==> config.mk <==
export PLATFORM = sky130hd
export DESIGN_NAME = adc_scheduler
export DESIGN_NICKNAME = d
export VERILOG_FILES = /design/src/rtl/adc_scheduler_pkg.sv /design/src/rtl/adc_scheduler_cycle_counter.sv /design/src/rtl/adc_scheduler.sv
export SDC_FILE = /design/constraint.sdc
export NUM_CORES = 1
export LEC_CHECK = 0
export CAP_MARGIN = 5
export CORE_MARGIN = 3
export CORE_UTILIZATION = 40
export CTS_BUF_LIST = sky130_fd_sc_hd__clkbuf_16
export DETAILED_ROUTE_END_ITERATION = 7
export PLACE_DENSITY = 0.63
export SYNTH_ARGS = -nofsm -noshare
export SYNTH_HDL_FRONTEND = slang
export SYNTH_SLANG_ARGS = --single-unit
==> constraint.sdc <==
create_clock -name CLK -period 5.19 [get_ports CLK]
set_input_delay 1.038 -clock CLK [delete_from_list [all_inputs] [get_ports CLK]]
set_output_delay 1.038 -clock CLK [all_outputs]
set_load 0.02 [all_outputs]
==> src/rtl/adc_scheduler_pkg.sv <==
// Shared definitions for the ADC round-robin scheduler: FSM encodings, default
// converter timing constants and a counter-width helper.
package adc_scheduler_pkg;

  typedef enum logic [2:0] {
    S_IDLE    = 3'd0,
    S_SETTLE  = 3'd1,
    S_START   = 3'd2,
    S_CONVERT = 3'd3,
    S_STORE   = 3'd4
  } state_t;

  localparam int DEF_DW      = 7;
  localparam int DEF_SETTLE  = 16;
  localparam int DEF_TIMEOUT = 255;

  // Bits needed to hold max_val; never less than one.
  function automatic int cnt_width(input int max_val);
    return (max_val < 2) ? 1 : $clog2(max_val + 1);
  endfunction

endpackage

==> src/rtl/adc_scheduler_cycle_counter.sv <==
// Loadable down-counter with zero flag; used for the mux-settle and the
// conversion-timeout intervals. Load has priority over decrement.
module adc_scheduler_cycle_counter #(
  parameter int W = 8
) (
  input  logic         clk_i,
  input  logic         rst_i,
  input  logic         load_i,
  input  logic [W-1:0] load_val_i,
  input  logic         dec_i,
  output logic         zero_o
);

  logic [W-1:0] cnt_q;
  logic [W-1:0] cnt_d;

  always_comb begin
    cnt_d = cnt_q;
    if (load_i) begin
      cnt_d = load_val_i;
    end else if (dec_i && (cnt_q != '0)) begin
      cnt_d = cnt_q - W'(1);
    end
  end

  always_ff @(posedge clk_i or posedge rst_i) begin
    if (rst_i) begin
      cnt_q <= '0;
    end else begin
      cnt_q <= cnt_d;
    end
  end

  assign zero_o = (cnt_q == '0);

endmodule

==> src/rtl/adc_scheduler.sv <==
// Round-robin sequencer sharing one SAR ADC across NCH mux inputs and latching
// per-channel results. Define ADC_AVG_EN for rounded 2-tap averaging on store.
module adc_scheduler
  import adc_scheduler_pkg::*;
#(
  parameter int NCH     = 2,
  parameter int SELW    = 2,
  parameter int DW      = DEF_DW,
  parameter int SETTLE  = DEF_SETTLE,
  parameter int TIMEOUT = DEF_TIMEOUT
) (
  input  logic              CLK,
  input  logic              Reset,
  input  logic              Enable,
  output logic              ADCstart,
  input  logic              ADCdone,
  input  logic [DW-1:0]     ADCdata,
  output logic [SELW-1:0]   MuxSel,
  output logic [NCH*DW-1:0] ChanData,
  output logic [NCH-1:0]    ChanValid,
  output logic              TimeoutErr,
  output state_t            DbgState
);

  localparam int SW = cnt_width(SETTLE - 1);
  localparam int TW = cnt_width(TIMEOUT - 1);

  // ADC protocol: ADCstart is a single-cycle request issued from START; the
  // converter answers with ADCdone (data valid in that same cycle). ADCdone is
  // only honoured in CONVERT, so stale or early pulses are dropped.

  state_t              state_q;
  logic [SELW-1:0]     ptr_q;
  logic [SELW-1:0]     ptr_nx;
  logic [SELW-1:0]     mux_q;
  logic                start_q;
  logic [DW-1:0]       data_q;
  logic [NCH*DW-1:0]   chan_q;
  logic [NCH*DW-1:0]   chan_d;
  logic [NCH-1:0]      valid_q;
  logic [NCH-1:0]      valid_d;
  logic                terr_q;
  logic [DW-1:0]       store_w;

  logic settle_load;
  logic settle_dec;
  logic settle_zero;
  logic tmo_load;
  logic tmo_dec;
  logic tmo_zero;

  always_comb begin
    ptr_nx = (ptr_q == SELW'(NCH - 1)) ? '0 : ptr_q + SELW'(1);
  end

  // Settle reloads on every entry into SETTLE; timeout reloads leaving START.
  always_comb begin
    settle_load = Enable && ((state_q == S_IDLE) || (state_q == S_STORE) ||
                  ((state_q == S_CONVERT) && !ADCdone && tmo_zero));
    settle_dec  = (state_q == S_SETTLE) && !settle_zero;
    tmo_load    = (state_q == S_START);
    tmo_dec     = (state_q == S_CONVERT) && !tmo_zero;
  end

  adc_scheduler_cycle_counter #(.W(SW)) u_settle_cnt (
    .clk_i      (CLK),
    .rst_i      (Reset),
    .load_i     (settle_load),
    .load_val_i (SW'(SETTLE - 1)),
    .dec_i      (settle_dec),
    .zero_o     (settle_zero)
  );

  adc_scheduler_cycle_counter #(.W(TW)) u_timeout_cnt (
    .clk_i      (CLK),
    .rst_i      (Reset),
    .load_i     (tmo_load),
    .load_val_i (TW'(TIMEOUT - 1)),
    .dec_i      (tmo_dec),
    .zero_o     (tmo_zero)
  );

`ifdef ADC_AVG_EN
  logic [NCH-1:0] seen_q;
  logic           seen_w;
  logic [DW-1:0]  old_w;
  logic [DW:0]    sum_w;

  always_comb begin
    seen_w = 1'b0;
    old_w  = '0;
    for (int k = 0; k < NCH; k++) begin
      if (ptr_q == SELW'(k)) begin
        seen_w = seen_q[k];
        old_w  = chan_q[k*DW +: DW];
      end
    end
  end

  // Sum kept at DW+1 bits so the rounding carry is not lost before the shift.
  assign sum_w   = {1'b0, old_w} + {1'b0, data_q} + (DW+1)'(1);
  assign store_w = seen_w ? DW'(sum_w >> 1) : data_q;

  always_ff @(posedge CLK or posedge Reset) begin
    if (Reset) begin
      seen_q <= '0;
    end else if (state_q == S_STORE) begin
      seen_q <= seen_q | valid_d;
    end
  end
`else
  assign store_w = data_q;
`endif

  always_comb begin
    chan_d  = chan_q;
    valid_d = '0;
    for (int k = 0; k < NCH; k++) begin
      if (ptr_q == SELW'(k)) begin
        chan_d[k*DW +: DW] = store_w;
        valid_d[k]         = 1'b1;
      end
    end
  end

  always_ff @(posedge CLK or posedge Reset) begin
    if (Reset) begin
      state_q <= S_IDLE;
      ptr_q   <= '0;
      mux_q   <= '0;
      start_q <= 1'b0;
      data_q  <= '0;
      chan_q  <= '0;
      valid_q <= '0;
      terr_q  <= 1'b0;
    end else begin
      start_q <= 1'b0;
      valid_q <= '0;
      case (state_q)
        S_IDLE: begin
          if (Enable) begin
            mux_q   <= ptr_q;
            state_q <= S_SETTLE;
          end
        end
        S_SETTLE: begin
          if (!Enable) begin
            state_q <= S_IDLE;
          end else if (settle_zero) begin
            start_q <= 1'b1;
            state_q <= S_START;
          end
        end
        S_START: begin
          state_q <= S_CONVERT;
        end
        S_CONVERT: begin
          if (ADCdone) begin
            data_q  <= ADCdata;
            state_q <= S_STORE;
          end else if (tmo_zero) begin
            // Abandoned conversion: keep old data, move on to the next channel.
            terr_q <= 1'b1;
            ptr_q  <= ptr_nx;
            if (Enable) begin
              mux_q   <= ptr_nx;
              state_q <= S_SETTLE;
            end else begin
              state_q <= S_IDLE;
            end
          end
        end
        S_STORE: begin
          chan_q  <= chan_d;
          valid_q <= valid_d;
          ptr_q   <= ptr_nx;
          if (Enable) begin
            mux_q   <= ptr_nx;
            state_q <= S_SETTLE;
          end else begin
            state_q <= S_IDLE;
          end
        end
        default: begin
          state_q <= S_IDLE;
        end
      endcase
    end
  end

  assign ADCstart   = start_q;
  assign MuxSel     = mux_q;
  assign ChanData   = chan_q;
  assign ChanValid  = valid_q;
  assign TimeoutErr = terr_q;
  assign DbgState   = state_q;

endmodule
==> results of run 1 <==
-- registers in the layout, summed over array words and instances (netlist names) --
| register | flops |
|---|---|
| ChanData | 14 |
| u_timeout_cnt.cnt_q | 8 |
| data_q | 7 |
| u_settle_cnt.cnt_q | 4 |
| DbgState | 3 |
| ChanValid | 2 |
| MuxSel | 2 |
| ptr_q | 2 |
| ADCstart | 1 |
| TimeoutErr | 1 |
-- layer usage --
layer | part of all wire, % | wire [um] | track usage [%]
met1 | 43 | 1660 | 18.7
met2 | 50 | 1920 | 24.3
met4 | 0.86 | 33 | 4.85
met5 | 0 | 0 | 0
met3 | 5.5 | 212 | 5.94
-- layout make-up --
| type | count | area (sq um) | share of cell area [%] |
|---|---|---|---|
| Multi-Input combinational cell | 101 | 796 | 31.6 |
| Clock inverter | 3 | 42.5 | 1.69 |
| Clock buffer | 5 | 125 | 4.96 |
| Timing Repair Buffer | 34 | 338 | 13.4 |
| Sequential cell | 44 | 1100 | 43.7 |
| Inverter | 10 | 37.5 | 1.49 |
| Tap cell | 65 | 81.3 | 3.23 |
-- cell families after synthesis --
| kind of cell | after synthesis | share of synthesized area [%] |
|---|---|---|
| compound gates | 12 | 4.56 |
| simple gates | 55 | 17.1 |
| fa+ha+maj | 3 | 1.93 |
| buf+inv | 13 | 2.63 |
| flops | 44 | 56.5 |
| xor+xnor | 4 | 1.80 |
| mux | 27 | 15.5 |
-- worst min-delay path by stage --
stage	end	cells after the start	slack, ns
floorplan	u_timeout_cnt.cnt_q[3]	1	0.48
finish	TimeoutErr	1	0.49
global route	TimeoutErr	1	0.53
CTS	TimeoutErr	1	0.50
detailed placement	TimeoutErr	1	0.48
global placement	ChanData[11]	1	0.49
-- power groups by stage --
| stage | Combinational (mW) | Clock [mW] | Sequential, mW |
|---|---|---|---|
| after detailed placement | 0.245 | 0 | 0.488 |
| final | 0.244 | 0.352 | 0.485 |
| after global routing | 0.272 | 0.377 | 0.496 |
| after global placement | 0.232 | 0 | 0.484 |
| after floorplan | 0.179 | 0 | 0.476 |
| after CTS | 0.247 | 0.360 | 0.483 |
-- worst register-to-register path, delay by kind of cell (launching register included) --
kind / cells / cell delay [ns]
flip-flops: 1 / 0.38
multiplexers: 1 / 0.32
AO/OA/AOI/OAI: 1 / 0.30
AND/OR/NAND/NOR: 2 / 0.66
adder cells (fa/ha/maj): 1 / 0.22
buffers and inverters: 1 / 0.13
-- metrics by stage --
step                total power [mW]  hold WS [ns]  worst slack [ns]  instance area [sq um]  util, %
CTS                             1.09         0.501              2.65                   2520     55.6
global route                    1.14         0.530              2.59                   2520     55.6
finish                          1.08         0.486              2.65                   2520     55.6
global placement               0.716         0.492              2.80                   2350     51.9
detailed placement             0.733         0.485              2.76                   2350     51.9
floorplan                      0.655         0.484              3.12                   1950        -
-- cells in the mapped netlist --
master | number | area, sq um
dfrtp_1 | 44 | 1100
mux2_2 | 21 | 236
nand2_1 | 12 | 45.0
inv_1 | 10 | 37.5
nor2_1 | 10 | 37.5
mux2i_1 | 5 | 50.1
o21ai_0 | 5 | 25.0
nand3_1 | 4 | 20.0
nor3_1 | 4 | 20.0
ha_1 | 3 | 37.5
nand3b_1 | 3 | 22.5
nor3b_1 | 3 | 22.5
xnor2_1 | 3 | 26.3
buf_2 | 2 | 10.0
nor3b_2 | 2 | 25.0
nor4_1 | 2 | 12.5
o211ai_1 | 2 | 15.0
or2_2 | 2 | 12.5
or3b_2 | 2 | 17.5
or4_1 | 2 | 15.0
a211o_1 | 1 | 8.76
and2_1 | 1 | 6.26
and3b_1 | 1 | 8.76
and4_1 | 1 | 8.76
clkbuf_1 | 1 | 3.75
mux2_4 | 1 | 15.0
nand3_4 | 1 | 17.5
nand4_1 | 1 | 6.26
nand4b_1 | 1 | 8.76
nor2b_1 | 1 | 6.26
o2111ai_1 | 1 | 8.76
o21ai_4 | 1 | 16.3
o221ai_1 | 1 | 8.76
o22ai_1 | 1 | 6.26
or3b_1 | 1 | 8.76
or4_4 | 1 | 11.3
xor2_1 | 1 | 8.76
==> results.md, run 1 <==
* Status: completed
* P_leak at 1.16 nW
* Worst r2r src: u_timeout_cnt.cnt_q[0]
* Clk buf depth at 2
* Synthesized area at 0.00195 sq mm
* Commonest non-fill, non-tap cell in the layout: dfrtp_1
* Final Cycle Share at 48.9%
* Hold Vio Cnt, Final at 0
* Detailed-route wire length at 3820 um
* Sequential area share after synthesis at between 50% and 60%
* Die Span Y at 75.8 um
* Max stage delay on crit path at 0.67 ns
* IO buf count at 33
* Net Switching at 317 uW
* Synth cell types at 37
* RSZ-0062 raised after global routing: no
* Skew final at 0.00262 ns
* Fmax at 394 MHz
* Setup crit end kind: primary output
* Final RePlAce weighted congestion at 0.727
* Reg2Reg Setup Slack at 3.06 ns
* Worst VDD drop at 0.148 mV
* FF-to-FF End: MuxSel[0]
* Vias at 1339
* Wire length of the first global-routing pass at 6530 um
* Yosys warns at 0
* Max-slew violations at 0
* CP endpoint: DbgState[1]
* Clk sinks at 44
* Seq pwr share at 44.8%
* Resize count post-CTS at 0
* Syn Inst Count at about 160
* Crit path launch type: register
* Grt total ovfl at 0
* Clock transition at path regs at roughly 0.06 ns
* DIE WIDTH at 75.8 um
* Combinational Power Share at between 20% and 30%
* Final Non-Filler Cells at 262
* TritonCTS clock tree: yes
* # fillers at 389
* Tot GR Track Use at between 10% and 20%
* CP required at 4.15 ns
* Internal power at 763 uW
* CP Class: register to primary output
* Via/cell ratio at a little over 5
* Post-Place Cells at 254
* Drt wl/cell at 14.6 um
* Initial antenna violation count at 0
* Area grow syn2layout at 29.4%
* Hold_sp: TimeoutErr
* Floorplan Core Area at 0.00453 sq mm
* Net count reported at finish at 210
* Crit path depth at 1
* Switching part of the total at 29.3%
* Largest net degree at the start of global routing at 45
* Setup-failing EPs final at 0
* CP bufs+invs at 1
* Post-route DRC at 0
* Max Cap Viol at 0
* Initial Util at 43.0%
* Worst slew margin relative to its limit at about half
* Post-CTS Hold Fix Bufs at 0
* Worst skew pair latency at between 0.2 and 0.3 ns
* Total die area at 0.00574 sq mm
* CTS H-tree lvls at 2
* Fin Setup TNS at 0 ns
* Worst setup path start: DbgState[1]
* CP top delay family: buffers and inverters
* Cell Chain, Critical Path: clkdlybuf4s50_1
* # diodes at 0
* Syn avg cell area at about 12 sq um
* Num ports at 34
* Row cnt at 24
* Most frequent cells in the layout: dfrtp_1, clkdlybuf4s50_1, mux2_2, nand2_1
* Syn nets at between 150 and 200
* Slew @ Worst Pin at approximately 0.73 ns
* Synthesis-stage register bit count at 44
* Vias in the first global route at about 1.4k
* Slowest cell on the critical path: clkdlybuf4s50_1
* CP max FO at 11
* CTS buffer count at 5
* Root buf cell: clkbuf_16
* Postcts setup bufs at 0
* Drt first pass iters at 4
* DP HPWL at approximately 2700 um
* Pwr dens at 429 mW/mm^2
* Worst Hold Class: register to register
* Initial drt markers at 87
* Crit path time final at 2.54 ns
* Final ANT Viol Nets at 0
* Clock power share at roughly a third
* Share of layout cells above drive strength 1 at between 20% and 30%
* Worst path arrival time at 1.50 ns
* R2R cell count at 6
Note: power is estimated with default switching activity, not from simulation.
==> run 2: changes to the inputs <==
--- a/config.mk
+++ b/config.mk
@@ -10,7 +10,7 @@
 export CORE_UTILIZATION = 40
 export CTS_BUF_LIST = sky130_fd_sc_hd__clkbuf_16
 export DETAILED_ROUTE_END_ITERATION = 7
-export PLACE_DENSITY = 0.63
+export PLACE_DENSITY = 0.66
 export SYNTH_ARGS = -nofsm -noshare
 export SYNTH_HDL_FRONTEND = slang
 export SYNTH_SLANG_ARGS = --single-unit
==> constraint.sdc (replaced) <==
create_clock -name CLK -period 2.2 [get_ports CLK]
set_input_delay 0.44 -clock CLK [delete_from_list [all_inputs] [get_ports CLK]]
set_output_delay 0.44 -clock CLK [all_outputs]
set_load 0.02 [all_outputs]
==> results.md, run 2 (synthesis results as in run 1) <==
* Net count reported at finish at 213 (+1.4%)
* Worst skew pair latency at 0.28 ns (about the same)
* Largest net degree at the start of global routing at 45 (unchanged)
* Most frequent cells in the layout: dfrtp_1, clkdlybuf4s50_1, mux2_2, nand2_1
* Vias at 1310 (-2.2%)
* Grt total ovfl at 0 (unchanged)
* IO buf count at 33 (unchanged)
* Clock transition at path regs at 0.06 ns (about the same)
* Detailed-route wire length at 3850 um (+0.79%)
* CP max FO at 7 (-4)
* Initial drt markers at 61 (-30%)
* Drt wl/cell at 14.5 um (-0.36%)
* Worst Hold Class: register to register
* Clk sinks at 44 (unchanged)
* CTS H-tree lvls at 2 (unchanged)
* Fin Setup TNS at 0 ns (unchanged)
* Status: completed
* Post-CTS Hold Fix Bufs at 0 (unchanged)
* Max Cap Viol at 0 (unchanged)
* # fillers at 376 (-3.3%)
* Area grow syn2layout at 30.9%
* Area of the multi-input gates at 802 sq um (+0.79%)
* Floorplan Core Area at 0.00453 sq mm (unchanged)
* Final Cycle Share at 96.6%
* Crit path time final at 2.12 ns
* Slew @ Worst Pin at 0.649 ns (-0.0858 ns)
* WHS at 0.485 ns (-0.000976 ns)
* Initial Util at 43.0% (unchanged)
* Final ANT Viol Nets at 0 (unchanged)
* CP required at 2.37 ns (-1.78 ns)
* Initial antenna violation count at 0 (unchanged)
* Die Span Y at 75.8 um (unchanged)
* Via/cell ratio at 4.94 (-3.3%)
* Setup-failing EPs final at 0 (unchanged)
* Share of layout cells above drive strength 1 at 21.5% (+1.2 points)
* Skew final at 0.00436 ns (+0.00174 ns)
* Crit path launch type: register
* Final WS setup at 0.0757 ns (-2.58 ns)
* Root buf cell: clkbuf_16
* Drt first pass iters at 4 (unchanged)
* Worst path arrival time at 2.29 ns (+0.79 ns)
* Wire length of the first global-routing pass at 6640 um (+1.8%)
* Worst slew margin relative to its limit at 56.7% (+5.7 points)
* Commonest non-fill, non-tap cell in the layout: dfrtp_1
* Max-slew violations at 0 (unchanged)
* P_leak at 1.17 nW (+1.3%)
* Pwr dens at 1000 mW/mm^2 (+130%)
* Fmax at 471 MHz
* Hold Vio Cnt, Final at 0 (unchanged)
* Final RePlAce weighted congestion at 0.890 (+22%)
* DP HPWL at 2660 um (-2.2%)
* CTS buffer count at 5 (unchanged)
* Setup crit end kind: register
* Num ports at 34 (unchanged)
* Clk buf depth at 2 (unchanged)
* Register area at 0.00110 sq mm (unchanged)
* Tot GR Track Use at 15.4% (+0.24 points)
* Row cnt at 24 (unchanged)
* Largest register FFs at 14 (unchanged)
* TritonCTS clock tree: yes
* Total die area at 0.00574 sq mm (unchanged)
* Worst VDD drop at 0.450 mV (+200%)
* Post-route DRC at 0 (unchanged)
* Final Util at 56.2% (+0.63 points)
* CP Class: register to register
* Post-Place Cells at 255 (+0.39%)
* DIE WIDTH at 75.8 um (unchanged)
* Pre-CTS setup slack at 0.116 ns (-2.64 ns)
* Final Non-Filler Cells at 265 (+1.1%)
* # diodes at 0 (unchanged)
* Vias in the first global route at 1420 (-1.0%)
## run 2: cell count changes in the layout (fill, tap and decap cells not counted)
cell,previous run,this run
clkinv_1,0,1
nor4_2,0,1
buf_4,1,4
clkinvlp_4,1,0
clkinv_4,0,1
nor4_1,2,1
clkinv_2,1,0
## run 2: worst paths after layout
kind | from | end | slack (ns) | depth (start not counted)
setup / recovery | u_timeout_cnt.cnt_q[0] | MuxSel[0] | 0.08 | 6
hold / removal | TimeoutErr | TimeoutErr | 0.49 | 1
setup reg to reg | u_timeout_cnt.cnt_q[0] | MuxSel[0] | 0.08 | 6
hold reg to reg | TimeoutErr | TimeoutErr | 0.49 | 1
max in group asynchronous | Reset | TimeoutErr | 1.24 | 3
min in group asynchronous | Reset | ChanData[10] | 0.60 | 3
## run 2: area by class of cell
class,instances,area share [%]
clock buffers,5,4.91
clock inverters,3,1.67
inverters,10,1.47
multi-input cells,101,31.5
flip-flops and latches,44,43.2
well taps,65,3.19
repair buffers,37,14.1
## run 2: per-layer routing
layer / GRT usage (%) / routed length [um] / vias up
li1: - / - / 637
met1: 19.9 / 1770 / 634
met2: 24.4 / 1850 / 33
met3: 5.41 / 189 / 6
met4: 4.47 / 49 / 0
met5: 0 / 0 / -
## run 2: metrics by stage
| stage | area [sq um] | total power [mW] |
|---|---|---|
| CTS | 2530 | 2.59 |
| floorplan | 1950 | 1.55 |
| global route | 2550 | 2.74 |
| global placement | 2360 | 1.68 |
| detailed placement | 2360 | 1.73 |
| finish | 2550 | 2.56 |
## run 2: worst max-delay path: stages, from the launching register on
cell,delay [ns]
dfrtp_1,0.39
inv_1,0.13
ha_1,0.22
or3b_2,0.51
o21ai_4,0.28
nand3_4,0.15
mux2_4,0.32
## run 2: power by group
group	switching, mW	internal (mW)
logic	0.294	0.293
registers	0.167	0.979
clock network	0.296	0.533
## run 2: repair_timing
action / 4_1_cts / 5_1_grt
setup endpoints to repair: 0 / 2
resized for setup: 0 / 1
buffers inserted: 0 / 2
==> run 3: changes to the inputs <==
--- a/config.mk
+++ b/config.mk
@@ -7,10 +7,11 @@
 export LEC_CHECK = 0
 export CAP_MARGIN = 5
 export CORE_MARGIN = 3
-export CORE_UTILIZATION = 40
+export CORE_UTILIZATION = 47
 export CTS_BUF_LIST = sky130_fd_sc_hd__clkbuf_16
+export CTS_CLUSTER_SIZE = 25
 export DETAILED_ROUTE_END_ITERATION = 7
-export PLACE_DENSITY = 0.66
+export PLACE_DENSITY = 0.75
 export SYNTH_ARGS = -nofsm -noshare
 export SYNTH_HDL_FRONTEND = slang
 export SYNTH_SLANG_ARGS = --single-unit
==> results.md, run 3 (synthesis results as in run 1) <==
* RSZ-0062 raised after global routing: no
* Tot GR Track Use at 17.1% (+1.7 points)
* Total die area at 0.00495 sq mm (-14%)
* Vias at 1323 (+0.99%)
* Status: completed
* Clk buf depth at 2 (unchanged)
* Clock power share at 29.4% (-3.0 points)
* CP Class: register to register
* FF-to-FF End: MuxSel[0]
* Net count reported at finish at 214 (+0.47%)
* Hold Vio Cnt, Final at 0 (unchanged)
* Resize count post-CTS at 0 (unchanged)
* Drt first pass iters at 4 (unchanged)
* CP max FO at 6 (-1)
* Wire length of the first global-routing pass at 6760 um (+1.8%)
* CTS H-tree lvls at 2 (unchanged)
* Max Cap Viol at 0 (unchanged)
* Floorplan Core Area at 0.00383 sq mm (-16%)
* Skew final at 0.00522 ns (+0.000859 ns)
* Slew @ Worst Pin at 0.665 ns (+0.0165 ns)
* Max layer used: met4
* Hold depth at 1 (unchanged)
* Largest net degree at the start of global routing at 45 (unchanged)
* Crit path launch type: register
* Grt total ovfl at 0 (unchanged)
* Postcts setup bufs at 0 (unchanged)
* Max-slew violations at 0 (unchanged)
* Setup-failing EPs final at 0 (unchanged)
* R2R cell count at 6 (unchanged)
* Reg2Reg Setup Slack at 0.16 ns (+0.08 ns)
* Initial antenna violation count at 0 (unchanged)
* Combinational Power Share at 24.0% (+1.1 points)
* IO buf count at 33 (unchanged)
* Crit path time final at 2.04 ns (-0.0799 ns)
* Most frequent cells in the layout: dfrtp_1, clkdlybuf4s50_1, mux2_2, nand2_1, inv_1
* Initial drt markers at 67 (+9.8%)
* DIE WIDTH at 70.4 um (-7.1%)
* Worst Hold Class: register to register
* Post-CTS Hold Fix Bufs at 0 (unchanged)
* P_leak at 1.17 nW (-0.37%)
* Fmax at 489 MHz (+3.9%)
* Met3 wire len at 182 um (-3.7%)
* Detailed-route wire length at 3750 um (-2.7%)
* DP HPWL at 2680 um (+0.70%)
* Worst r2r src: u_timeout_cnt.cnt_q[0]
* Seq pwr share at 46.6% (+1.9 points)
* # diodes at 0 (unchanged)
* Power consumption at 2.44 mW (-4.9%)
* Area grow syn2layout at 28.7%
* Root buf cell: clkbuf_16
* Hold_sp: TimeoutErr
* Largest register FFs at 14 (unchanged)
* Pre-CTS setup slack at 0.204 ns (+0.0874 ns)
* Worst skew pair latency at 0.28 ns (about the same)
* Via/cell ratio at 5.31 (+7.5%)
* Clock transition at path regs at 0.06 ns (about the same)
* Commonest non-fill, non-tap cell in the layout: dfrtp_1
* Pwr dens at 971 mW/mm^2 (-3.3%)
* Final WS setup at 0.156 ns (+0.0799 ns)
* Drt wl/cell at 15.1 um (+3.6%)
* Setup crit end kind: register
* Row cnt at 22 (-8.3%)
* Switching part of the total at 30.6% (+1.0 points)
* Worst Hold End: TimeoutErr
* CP required at 2.36 ns (about the same)
* Clk sinks at 44 (unchanged)
* Met1 wire length at 1680 um (-5.0%)
* Fin Setup TNS at 0 ns (unchanged)
* TritonCTS clock tree: yes
* Final RePlAce weighted congestion at 0.808 (-9.2%)
* Worst path arrival time at 2.20 ns (-0.09 ns)
* Worst VDD drop at 0.488 mV (+8.6%)
* Vias in the first global route at 1484 (+4.5%)
* Num ports at 34 (unchanged)
* Post-route DRC at 0 (unchanged)
* Internal power at 1.69 mW (-6.3%)
* Met2 WL at 1860 um (+0.98%)
* Share of layout cells above drive strength 1 at 21.4% (-0.11 points)
* Final ANT Viol Nets at 0 (unchanged)
* Worst slew margin relative to its limit at 55.6% (-1.1 points)
* # fillers at 304 (-19%)
* CTS buffer count at 5 (unchanged)
* Net Switching at 745 uW (-1.6%)
* Die Span Y at 70.4 um (-7.1%)
* Initial Util at 50.9% (+8.0 points)
* Final Cycle Share at 92.9% (-3.6 points)
run 3: changes by cell type in the layout (fill, tap and decap cells not counted), sizes merged:
cell / previous run / this run
bufinv: 1 / 0
buf: 4 / 5
clkinvlp: 0 / 1
clkinv: 2 / 1
inv: 10 / 11
run 3: worst max-delay path by stage:
stage | cells past startpoint | slack [ns] | to | startpoint
global placement | 6 | 0.22 | MuxSel[0] | u_timeout_cnt.cnt_q[0]
finish | 6 | 0.16 | MuxSel[0] | u_timeout_cnt.cnt_q[0]
CTS | 6 | 0.15 | MuxSel[0] | u_timeout_cnt.cnt_q[0]
detailed placement | 6 | 0.20 | MuxSel[0] | u_timeout_cnt.cnt_q[0]
floorplan | 6 | 0.28 | MuxSel[0] | u_timeout_cnt.cnt_q[0]
global route | 6 | 0.07 | MuxSel[0] | u_timeout_cnt.cnt_q[0]
run 3: power by group through the flow:
stage          registers [mW]  logic, mW  clock network [mW]
5_1_grt                  1.17      0.659               0.761
3_5_place_dp             1.15      0.576                   0
3_3_place_gp             1.14      0.562                   0
4_1_cts                  1.14      0.587               0.728
2_1_floorplan            1.12      0.422                   0
6_report                 1.14      0.585               0.715
run 3: critical path, stage by stage (launching register included):
cell and delay [ns]:
dfrtp_1 0.39, inv_1 0.11, ha_1 0.20, or3b_2 0.50
o21ai_4 0.25, nand3_4 0.15, mux2_4 0.32
run 3: metal layers:
layer	up-vias	GRT usage, %
met2	37	29.5
met1	641	21.0
met3	4	4.75
li1	641	-
met5	-	0
met4	0	4.47
run 3: cell type report:
type	instances	area, sq um	area share, %
tap	48	60.1	2.40
sequential	44	1100	43.9
clock buffer	5	125	4.99
multi-input combinational	101	796	31.7
inverter	10	37.5	1.50
timing repair buffer	38	368	14.7
clock inverter	3	20.0	0.798
run 3: per-stage QoR:
stage	instances	hold slack (ns)	area [sq um]	util, %
6_report	249	0.487	2510	65.5
3_5_place_dp	241	0.485	2360	61.7
3_3_place_gp	241	0.483	2360	61.7
4_1_cts	249	0.500	2510	65.5
2_1_floorplan	158	0.484	1950	-
5_1_grt	249	0.523	2510	65.5
